## src/rtl/mem_port_arbiter.sv

```systemverilog
// Round-robin arbiter sharing one cache-line memory port between the I-cache
// (read-only) and the D-cache (read/write); one downstream transaction at a time.
module mem_port_arbiter #(
  parameter int unsigned XLEN    = 32,
  parameter int unsigned CLSIZE  = 128,
  parameter bit          D_FIRST = 1'b1
) (
  input  logic              clk_i,
  input  logic              rst_i,
  input  logic              i_strobe_i,
  input  logic [XLEN-1:0]   i_addr_i,
  output logic              i_done_o,
  output logic [CLSIZE-1:0] i_data_o,
  input  logic              d_strobe_i,
  input  logic [XLEN-1:0]   d_addr_i,
  input  logic              d_rw_i,
  input  logic [CLSIZE-1:0] d_data_i,
  output logic              d_done_o,
  output logic [CLSIZE-1:0] d_data_o,
  output logic              m_strobe_o,
  output logic [XLEN-1:0]   m_addr_o,
  output logic              m_rw_o,
  output logic [CLSIZE-1:0] m_data_o,
  input  logic              m_done_i,
  input  logic [CLSIZE-1:0] m_data_i,
  output logic              owner_o,
  output logic              busy_o
);

  typedef enum logic [1:0] {
    IDLE   = 2'd0,
    BUSY_I = 2'd1,
    BUSY_D = 2'd2
  } state_t;

  state_t state, state_next;

  logic              last_owner;   // 1 = D was granted most recently
  logic              pend_i, pend_d;
  logic [XLEN-1:0]   i_addr_q, d_addr_q;
  logic              d_rw_q;
  logic [CLSIZE-1:0] d_data_q;

  logic acc_i, acc_d, req_i, req_d;
  logic grant_i, grant_d;
  logic finish, finish_i, finish_d;

  // A port never re-requests while it has one pending or in service.
  always_comb begin
    acc_i = i_strobe_i & ~pend_i & (state != BUSY_I);
    acc_d = d_strobe_i & ~pend_d & (state != BUSY_D);
    req_i = pend_i | acc_i;
    req_d = pend_d | acc_d;
  end

  // A completion in the request cycle itself cannot belong to this transaction.
  always_comb begin
    finish   = m_done_i & (state != IDLE) & ~m_strobe_o;
    finish_i = finish & (state == BUSY_I);
    finish_d = finish & (state == BUSY_D);
  end

  always_comb begin
    state_next = state;
    grant_i    = 1'b0;
    grant_d    = 1'b0;
    case (state)
      IDLE: begin
        if (req_i && req_d) begin
          grant_i = last_owner;
          grant_d = ~last_owner;
        end else begin
          grant_i = req_i;
          grant_d = req_d;
        end
        if (grant_i) state_next = BUSY_I;
        if (grant_d) state_next = BUSY_D;
      end
      BUSY_I, BUSY_D: begin
        if (finish) state_next = IDLE;
      end
      default: state_next = IDLE;
    endcase
  end

  always_ff @(posedge clk_i) begin
    if (rst_i) begin
      state      <= IDLE;
      last_owner <= ~D_FIRST;
      m_strobe_o <= 1'b0;
    end else begin
      state      <= state_next;
      m_strobe_o <= grant_i | grant_d;
      if (grant_i) last_owner <= 1'b0;
      if (grant_d) last_owner <= 1'b1;
    end
  end

  always_ff @(posedge clk_i) begin
    if (rst_i) begin
      pend_i   <= 1'b0;
      pend_d   <= 1'b0;
      i_addr_q <= '0;
      d_addr_q <= '0;
      d_rw_q   <= 1'b0;
      d_data_q <= '0;
    end else begin
      if (acc_i) begin
        pend_i   <= 1'b1;
        i_addr_q <= i_addr_i;
      end else if (finish_i) begin
        pend_i <= 1'b0;
      end
      if (acc_d) begin
        pend_d   <= 1'b1;
        d_addr_q <= d_addr_i;
        d_rw_q   <= d_rw_i;
        d_data_q <= d_data_i;
      end else if (finish_d) begin
        pend_d <= 1'b0;
      end
    end
  end

  always_ff @(posedge clk_i) begin
    if (rst_i) begin
      i_done_o <= 1'b0;
      d_done_o <= 1'b0;
      i_data_o <= '0;
      d_data_o <= '0;
    end else begin
      i_done_o <= finish_i;
      d_done_o <= finish_d;
      if (finish_i) i_data_o <= m_data_i;
      if (finish_d) d_data_o <= m_data_i;
    end
  end

  always_comb begin
    busy_o   = (state != IDLE);
    owner_o  = (state == BUSY_D);
    m_rw_o   = (state == BUSY_D) & d_rw_q;
    m_addr_o = '0;
    m_data_o = '0;
    if (state == BUSY_I) m_addr_o = i_addr_q;
    if (state == BUSY_D) begin
      m_addr_o = d_addr_q;
      m_data_o = d_data_q;
    end
  end

endmodule

```

## config.mk

```make
export PLATFORM = sky130hd
export DESIGN_NAME = mem_port_arbiter
export DESIGN_NICKNAME = d
export VERILOG_FILES = /design/src/rtl/mem_port_arbiter.sv
export SDC_FILE = /design/constraint.sdc
export NUM_CORES = 1
export LEC_CHECK = 0
export ABC_AREA = 1
export BUFFER_PORTS_ARGS = -buffer_cell sky130_fd_sc_hd__buf_2
export CAP_MARGIN = 15
export CORE_AREA = 2 2 290 292
export CTS_CLUSTER_DIAMETER = 100
export DETAILED_ROUTE_END_ITERATION = 10
export DIE_AREA = 0 0 292 294
export SLEW_MARGIN = 25
export SYNTH_ARGS = -nofsm -noshare
export SYNTH_HDL_FRONTEND = slang
export SYNTH_SLANG_ARGS = --single-unit
```

## constraint.sdc

```tcl
create_clock -name clk_i -period 1.7 [get_ports clk_i]
set_input_delay 0.255 -clock clk_i [delete_from_list [all_inputs] [get_ports clk_i]]
set_output_delay 0.255 -clock clk_i [all_outputs]
set_load 0.05 [all_outputs]
```

### Word-level counts from Yosys, hierarchy flattened

Cells that the tools add are included.

* flip-flop bits (word level): 457
* output and inout bits: 422
* input port bits: 326

* muxes and demuxes: 19
* reduce and logical (&&, ||, !) cells: 8
* equality and inequality tests: 6
* bitwise gates (word level): 16

Operators with widths (count)
* $mux W128: 1
* $mux W32: 2
* $mux W1: 12
* $and A1 B1 Y1: 9
* $reduce_bool A2 Y1: 4
* $mux W2: 3
* $ne A2 B2 Y1 const B: 2
* $not A1 Y1: 4
* $pmux W2 S2: 1
* $ne A3 B3 Y1 const B: 1
* $or A1 B1 Y1: 3
* $eq A2 B1 Y1 const B: 1
* $eq A2 B2 Y1 const B: 1
* $logic_not A2 Y1: 1
* $ne A2 B1 Y1 const B: 1
* $reduce_and A2 Y1: 1
* $reduce_or A2 Y1: 1
* $logic_and A1 B1 Y1: 1

### Longest topological paths before layout

Gate-level depths: netlist of the first run.

* word-level depth: 10
* gate-level depth with buffers: 12
* mapped depth without buffers: 11

### Worst setup path before layout of the first run

No wires, ideal clock.

* kind: register to output
* start point: reg state[0]
* end point: out m_addr_o[10]
* data arrival time: 2563 ps
* path buffers: 3
* slack: -1118 ps
* cell stages (with the launch flop): 8
* cells stage by stage: dfxtp_1 inv_1 ha_1 buf_2 inv_2 buf_2 clkbuf_1 o21ai_0

RTL lines
* start: declaration: RTL line 36 `state_t state, state_next;`
* start signal: assignment: RTL line 92 `state <= state_next;`
* $eq A2 B2 Y1
* net owner_o: RTL line 26 `output logic owner_o,`
* $mux W32: RTL line 146 `if (state == BUSY_D) begin`
* end: declaration: RTL line 21 `output logic [XLEN-1:0] m_addr_o,`

The timed path passes the listed nets, and every way through them passes these cells.

### Worst setup path in the final report of the first run

* start point: reg state[0]
* end point: out m_data_o[55]

* longest elaborated chain between the ends: 2

RTL lines
* $eq A2 B2 Y1: RTL line 146
* $mux W128: RTL line 146
* end: declaration: RTL line 23 `output logic [CLSIZE-1:0] m_data_o,`

No other way between the ends.

==> flow_metrics.env, run 1 <==
export IMPL_outcome="finished with violations"
export IMPL_violations="negative setup slack"
export IMPL_cts_root_buffer="clkbuf_16"
export IMPL_die_w_um=292
export IMPL_ys_ff_latch=457
export IMPL_grt_max_degree=90
export IMPL_htreeDepth=2
export IMPL_layout_commonest_cell="buf_2"
export IMPL_clock_sinks=457
export IMPL_nets=3611
export IMPL_syn_to_final_growth_pct=73.9
export IMPL_hold_viol_final=0
export IMPL_grt_antenna_before_repair=7
export IMPL_via_per_inst=4.29
export IMPL_worst_path_max_fanout=26
export IMPL_hold_path_class="in2reg"
export IMPL_totalWireLength_mm=72.4
export IMPL_fin_ws_ps=-608
export IMPL_path_cells="inv_2 > ha_4 > buf_12 > buf_16 > nand2_1 > clkinvlp_4 > buf_8"
export IMPL_startpoint_type="flip-flop"
export IMPL_rows=106
export IMPL_crit_family="buffers and inverters"
export IMPL_drv_slew=0
export IMPL_placed_cell_area_sq_um=23600
export IMPL_dieArea_sq_um=85800
export IMPL_vias=18887
export IMPL_numCtsBuffers=53
export IMPL_ioPinCount=748
export IMPL_finalSetupViolCount=379
export IMPL_critical_path_class="reg2out"
export IMPL_grt_pass1_wl_mm=104
export IMPL_wl_per_cell_um=16.4
export IMPL_stdcell_area_sq_um=30000
export IMPL_place_gp_congestion=0.799
export IMPL_drtIter0Drc=746
export IMPL_grt_usage_pct=15.3
export IMPL_layout_drive_gt1_share_pct=34.4
export IMPL_first_pass_iters=5
export IMPL_cp_required_ps=1440
export IMPL_die_h_um=294
export IMPL_clk_path_buf_depth=3
export IMPL_post_route_min_period_ps=2310
export IMPL_multi_input_area_sq_um=6100
export IMPL_ir_drop_uv=602
export IMPL_synth_cell_types=20
export IMPL_cts_tree="yes"
export IMPL_syn_nets=2550
export IMPL_regArea_sq_um=9150
export IMPL_period_share_pct=136
export IMPL_instances_no_fill=4407
export IMPL_maxSlewHeadroom_pct=68.4
export IMPL_antenna_left=0
export IMPL_mostFrequentLayoutCells="buf_2 (586), dfxtp_1 (456), o21ai_0 (423)"
export IMPL_yosys_warnings=0
export IMPL_cp_end_kind="output pin"
export IMPL_gr_total_overflow=0
export IMPL_cpPeakStageDelay_ps=330
export IMPL_synthCells=2221
export IMPL_post_place_cells=3982
export IMPL_grt_pass1_vias=18448
export IMPL_dp_hpwl_mm=48.5
export IMPL_start_util_pct=20.8
export IMPL_route_detailed_drc=0
export IMPL_synth_area_sq_um=17300
export IMPL_syn_area_per_cell_sq_um=7.77
export IMPL_fill_cells=8149
export IMPL_crit_buf_inv=5
export IMPL_yosysSeqAreaShare_pct=53.0
export IMPL_cap_violations=0
export IMPL_p_leak_nw=13.4
export IMPL_cp_arrival_ps=2050
export IMPL_p_per_area_nw_per_um2=1220
export IMPL_worst_pin_slew_ps=474
export IMPL_rsz0062_at_grt="yes"
export IMPL_clk_pin_slew_ps=70
export IMPL_coreArea_sq_um=82900
export IMPL_insertion_delay_ps=610
export IMPL_fmax_mhz=433
export IMPL_port_buffers=747
export IMPL_crit_path_top_delay_cell="dfxtp_2"
export IMPL_final_setup_skew_ps=20.6
export IMPL_post_place_ws_ps=-96.4
-- per-layer routing --
layer / global-route usage (%) / share of wire [%] / up-vias
li1: - / - / 9217
met1: 17.2 / 38 / 8701
met2: 26.2 / 48 / 781
met3: 5.05 / 8.7 / 184
met4: 7.33 / 5.2 / 4
met5: 0 / 0.032 / -
-- per-stage QoR --
| stage | utilization (%) | hold slack (ps) | total power [mW] | setup TNS, ps |
|---|---|---|---|---|
| floorplan | - | 324 | 19.8 | -907 |
| global placement | 28.4 | 430 | 22.9 | -3130 |
| detailed placement | 28.4 | 434 | 23.0 | -7640 |
| CTS | 35.3 | 2.82 | 36.1 | -103170 |
| global route | 36.2 | 21.3 | 38.4 | -148410 |
| finish | 36.2 | 41.8 | 36.7 | -96580 |
-- final cells by class --
cell class	instances	area share, %
timing repair buffer	1179	31.5
sequential	457	30.5
multi-input combinational	1129	20.3
inverter	462	7.22
clock buffer	76	5.04
tap	1080	4.50
clock inverter	20	0.888
antenna	4	0.0334
-- worst reg2reg max path, stage by stage (launching register included) --
cell     delay (ps)
dfxtp_1         390
inv_1            80
ha_1            230
inv_4            60
nand2_2          60
nor2_4          220
nand2_4         110
buf_12          190
nand3_1         280
o21ai_0          90
-- worst paths after layout --
check / startpoint / end / slack [ps] / cells past startpoint
worst min register to register: d_data_q[38] / d_data_q[38] / 440 / 2
worst max register to register: state[1] / i_data_o[79] / -130 / 9
worst max-delay path: state[0] / m_data_o[55] / -610 / 7
worst min-delay path: d_data_i[4] / d_data_q[4] / 40 / 3
-- sequential cells by signal, summed over array words and instances (netlist names), 2 cells and up --
| signal | cells |
|---|---|
| d_data_o | 128 |
| d_data_q | 128 |
| i_data_o | 128 |
| d_addr_q | 32 |
| i_addr_q | 32 |
| state | 2 |
-- power breakdown --
part	internal [mW]	total, mW	leakage [nW]	switching, mW
clock network	6.72	11.6	0.870	4.92
logic	4.54	12.3	8.77	7.81
registers	12.0	12.7	3.73	0.715
-- kinds of logic after synthesis --
group | after synthesis | share of synthesized area [%]
and+or+nand+nor | 446 | 12.0
adders and majority gates | 3 | 0.218
AOI/OAI and AO/OA | 680 | 19.7
DFF | 457 | 53.0
buffers and inverters | 635 | 15.0
-- cells in the mapped netlist --
cell	number	share of area, %
a21oi_1	198	5.7
buf_1	1	0.022
buf_2	84	2.4
buf_4	16	0.70
buf_6	2	0.13
clkbuf_1	48	1.0
clkbuf_2	22	0.64
dfxtp_1	457	53
ha_1	3	0.22
inv_1	459	10
inv_2	3	0.065
nand2_1	145	3.2
nand2_2	1	0.036
nand3_1	290	8.4
nand3_2	4	0.23
nand4_1	1	0.036
nor2_1	4	0.087
nor2_4	1	0.065
o21ai_0	455	13
o21ai_1	27	0.78
-- timing repair --
item / in CTS / in global routing
endpoints found under the setup margin: 383 / 580
gates resized for setup: 237 / 208
hold endpoints to repair: 448 / 0
gates cloned: 1 / 1
setup buffers: 1 / 4
pin swaps: 0 / 11
hold buffers: 318 / 0
Note: power is estimated with default switching activity, not from simulation.
==> run 2, diff against run 1 <==
--- a/config.mk
+++ b/config.mk
@@ -5,13 +5,12 @@
 export SDC_FILE = /design/constraint.sdc
 export NUM_CORES = 1
 export LEC_CHECK = 0
-export ABC_AREA = 1
 export BUFFER_PORTS_ARGS = -buffer_cell sky130_fd_sc_hd__buf_2
 export CAP_MARGIN = 15
-export CORE_AREA = 2 2 290 292
+export CORE_AREA = 2 2 294 296
 export CTS_CLUSTER_DIAMETER = 100
 export DETAILED_ROUTE_END_ITERATION = 10
-export DIE_AREA = 0 0 292 294
+export DIE_AREA = 0 0 296 298
 export SLEW_MARGIN = 25
 export SYNTH_ARGS = -nofsm -noshare
 export SYNTH_HDL_FRONTEND = slang
==> run 2 against run 1 <==
  * The run still ends with negative setup slack left
  * Sequential share of layout area is 0.45 points lower
  * Final cell count decreased by 8.0%
  * Global-route usage increased by 0.47 points
  * Total power rose by 0.65%
  * First-iteration DRC count up 25%
  * Largest power group is now the clock network
  * Final area rose by 1.5%
  * Core utilization fell by 0.31 points
  * Clock power is 9% higher
  * Maximum frequency up 1.8%
  * Largest cell class unchanged
==> flow_metrics.env, run 2 <==
export IMPL_place_gp_congestion=0.855
export IMPL_ir_drop_uv=743
export IMPL_fin_setup_tns_ps=-196020
export IMPL_synth_top_cell_area_share_pct=57.2
export IMPL_synthArstFlopShare_pct=0
export IMPL_p_total_mw=37.0
export IMPL_synth_common_cells="dfxtp_1 (457), nand2_1 (453), a22o_1 (256)"
export IMPL_ys_ff_latch=457
export IMPL_crit_buf_inv=6
export IMPL_syn_area_per_cell_sq_um=9.40
export IMPL_yosys_cell_count_top_type="dfxtp_1"
export IMPL_die_w_um=296
export IMPL_p_per_area_nw_per_um2=1210
export IMPL_worst_pin_slew_ps=504
export IMPL_port_buffers=747
export IMPL_fin_ws_ps=-567
export IMPL_clk_path_buf_depth=3
export IMPL_final_setup_skew_ps=21.1
export IMPL_grt_max_degree=98
export IMPL_coreArea_sq_um=84900
export IMPL_worst_hold_slack_ps=41.6
export IMPL_grt_usage_pct=15.8
export IMPL_synth_ff_type="dfxtp_1"
export IMPL_htreeDepth=2
export IMPL_vias=17138
export IMPL_layout_commonest_cell="buf_2"
export IMPL_violations="negative setup slack"
export IMPL_fill_cells=8213
export IMPL_post_place_ws_ps=-238
export IMPL_dp_hpwl_mm=49.4
export IMPL_synth_edf_count=0
export IMPL_grt_pass1_wl_mm=107
export IMPL_post_route_min_period_ps=2270
export IMPL_cts_tree="yes"
export IMPL_grt_pass1_vias=17431
export IMPL_mostFrequentLayoutCells="buf_2 (583), dfxtp_1 (454), nand2_1 (421)"
export IMPL_rows=107
export IMPL_totalWireLength_mm=75.7
export IMPL_reg_top3="d_data_o x128, d_data_q x128, i_data_o x128"
export IMPL_instances_no_fill=4054
export IMPL_route_detailed_drc=0
export IMPL_ioPinCount=748
export IMPL_cp_end_kind="output pin"
export IMPL_gr_total_overflow=0
export IMPL_syn_to_final_growth_pct=90.5
export IMPL_antenna_left=0
export IMPL_startpoint_type="flip-flop"
export IMPL_dieArea_sq_um=88200
export IMPL_insertion_delay_ps=590
export IMPL_critical_path_class="reg2out"
export IMPL_cts_root_buffer="clkbuf_16"
export IMPL_start_util_pct=18.8
export IMPL_post_place_cells=3566
export IMPL_yosys_warnings=0
export IMPL_layout_drive_gt1_share_pct=42.3
export IMPL_p_leak_nw=13.6
export IMPL_cp_required_ps=1440
export IMPL_die_h_um=298
export IMPL_first_pass_iters=5
export IMPL_finalSetupViolCount=586
export IMPL_hold_viol_final=0
export IMPL_maxSlewHeadroom_pct=66.4
export IMPL_drtIter0Drc=930
export IMPL_drv_slew=0
export IMPL_clock_sinks=457
export IMPL_via_per_inst=4.23
export IMPL_numCtsBuffers=53
export IMPL_worst_path_max_fanout=8
export IMPL_grt_antenna_before_repair=15
export IMPL_syn_nets=2030
export IMPL_fmax_mhz=441
export IMPL_cpPeakStageDelay_ps=330
export IMPL_path_cells="inv_2 > buf_6 > ha_4 > buf_12 > buf_16 > buf_12 > o21ai_4 > buf_8"
export IMPL_period_share_pct=133
export IMPL_crit_family="buffers and inverters"
export IMPL_wl_per_cell_um=18.7
export IMPL_synthTopCellsByArea="dfxtp_1 (57%), a22o_1 (14%), nand2_1 (11%)"
export IMPL_outcome="finished with violations"
export IMPL_synth_top_area_cell="dfxtp_1"
export IMPL_cap_violations=0
export IMPL_synth_cell_types=26
export IMPL_nets=3184
export IMPL_crit_path_top_delay_cell="dfxtp_2"
export IMPL_clk_pin_slew_ps=60
export IMPL_hold_path_class="in2reg"
export IMPL_yosysSeqAreaShare_pct=57.2
export IMPL_rsz0062_at_grt="yes"
export IMPL_synthCells=1701
export IMPL_cp_arrival_ps=2010
export IMPL_synth_area_sq_um=16000
export IMPL_path_common_cell="buf_12"
[run 2: cell types whose count changed after synthesis, moves of 22 or more]
cell      before  now
a22o_1         0  256
and2_1         0  131
buf_2         84   39
clkbuf_1      48   81
clkbuf_2      22    0
inv_1        459    4
nand2_1      145  453
nand3_1      290    0
o21ai_0      455   33
o21ai_1       27    0
[run 2: path summary, 6_finish.rpt]
| kind | slack, ps | endpoint | startpoint | cells after the start |
|---|---|---|---|---|
| max | -570 | m_addr_o[0] | state[0] | 8 |
| min reg2reg | 450 | d_data_q[19] | d_data_q[19] | 2 |
| max reg2reg | -480 | i_data_o[52] | state[0] | 10 |
| min | 40 | d_addr_q[13] | d_addr_i[13] | 3 |
[run 2: logic make-up (layout without fill, tap and decap cells)]
logic type / count (synthesis) / after routing / synth area share [%]
compound gates: 490 / 490 / 21.4
other cells: 0 / 12 / 0
fa+ha+maj: 3 / 3 / 0.235
simple gates: 602 / 602 / 16.5
buf+inv: 149 / 1346 / 4.58
flops: 457 / 457 / 57.2
[run 2: power by group]
group          leakage, nW  switching [mW]  internal, mW
Clock                0.945            4.89          7.72
Combinational         8.94            6.91          5.31
Sequential            3.71           0.499          11.6
[run 2: worst min-delay path: stages]
cell	delay [ps]
buf_2	100
nand2_1	130
a21oi_1	90
[run 2: area by class of cell]
type,count,area [sq um],area share [%]
inverter,4,20.0,0.0657
clock inverter,29,442,1.45
clock buffer,69,1490,4.88
sequential,457,9150,30.0
timing repair buffer,1244,10900,35.9
tap,1144,1430,4.70
antenna,12,30.0,0.0986
multi-input combinational,1095,6980,22.9
[run 2: metal layers]
| layer | track usage (%) | routed length, um | part of all wire [%] |
|---|---|---|---|
| met5 | 0 | 22 | 0.029 |
| met4 | 5.64 | 2420 | 3.2 |
| met3 | 4.65 | 6250 | 8.3 |
| met2 | 28.0 | 37200 | 49 |
| met1 | 17.9 | 29800 | 39 |
[run 2: what timing repair did]
item / 4_1_cts / 5_1_grt
gates cloned: 15 / 13
hold buffers: 320 / 0
setup endpoints to repair: 612 / 619
endpoints found under the hold margin: 448 / 0
gates resized for setup: 429 / 90
buffers inserted: 19 / 15
pin swaps: 32 / 37
[run 2: stage by stage]
stage	instance area (sq um)	utilization, %
4_1_cts	29800	35.1
6_report	30500	35.9
3_3_place_gp	22600	26.6
5_1_grt	30400	35.9
3_5_place_dp	22600	26.6
2_1_floorplan	16700	-
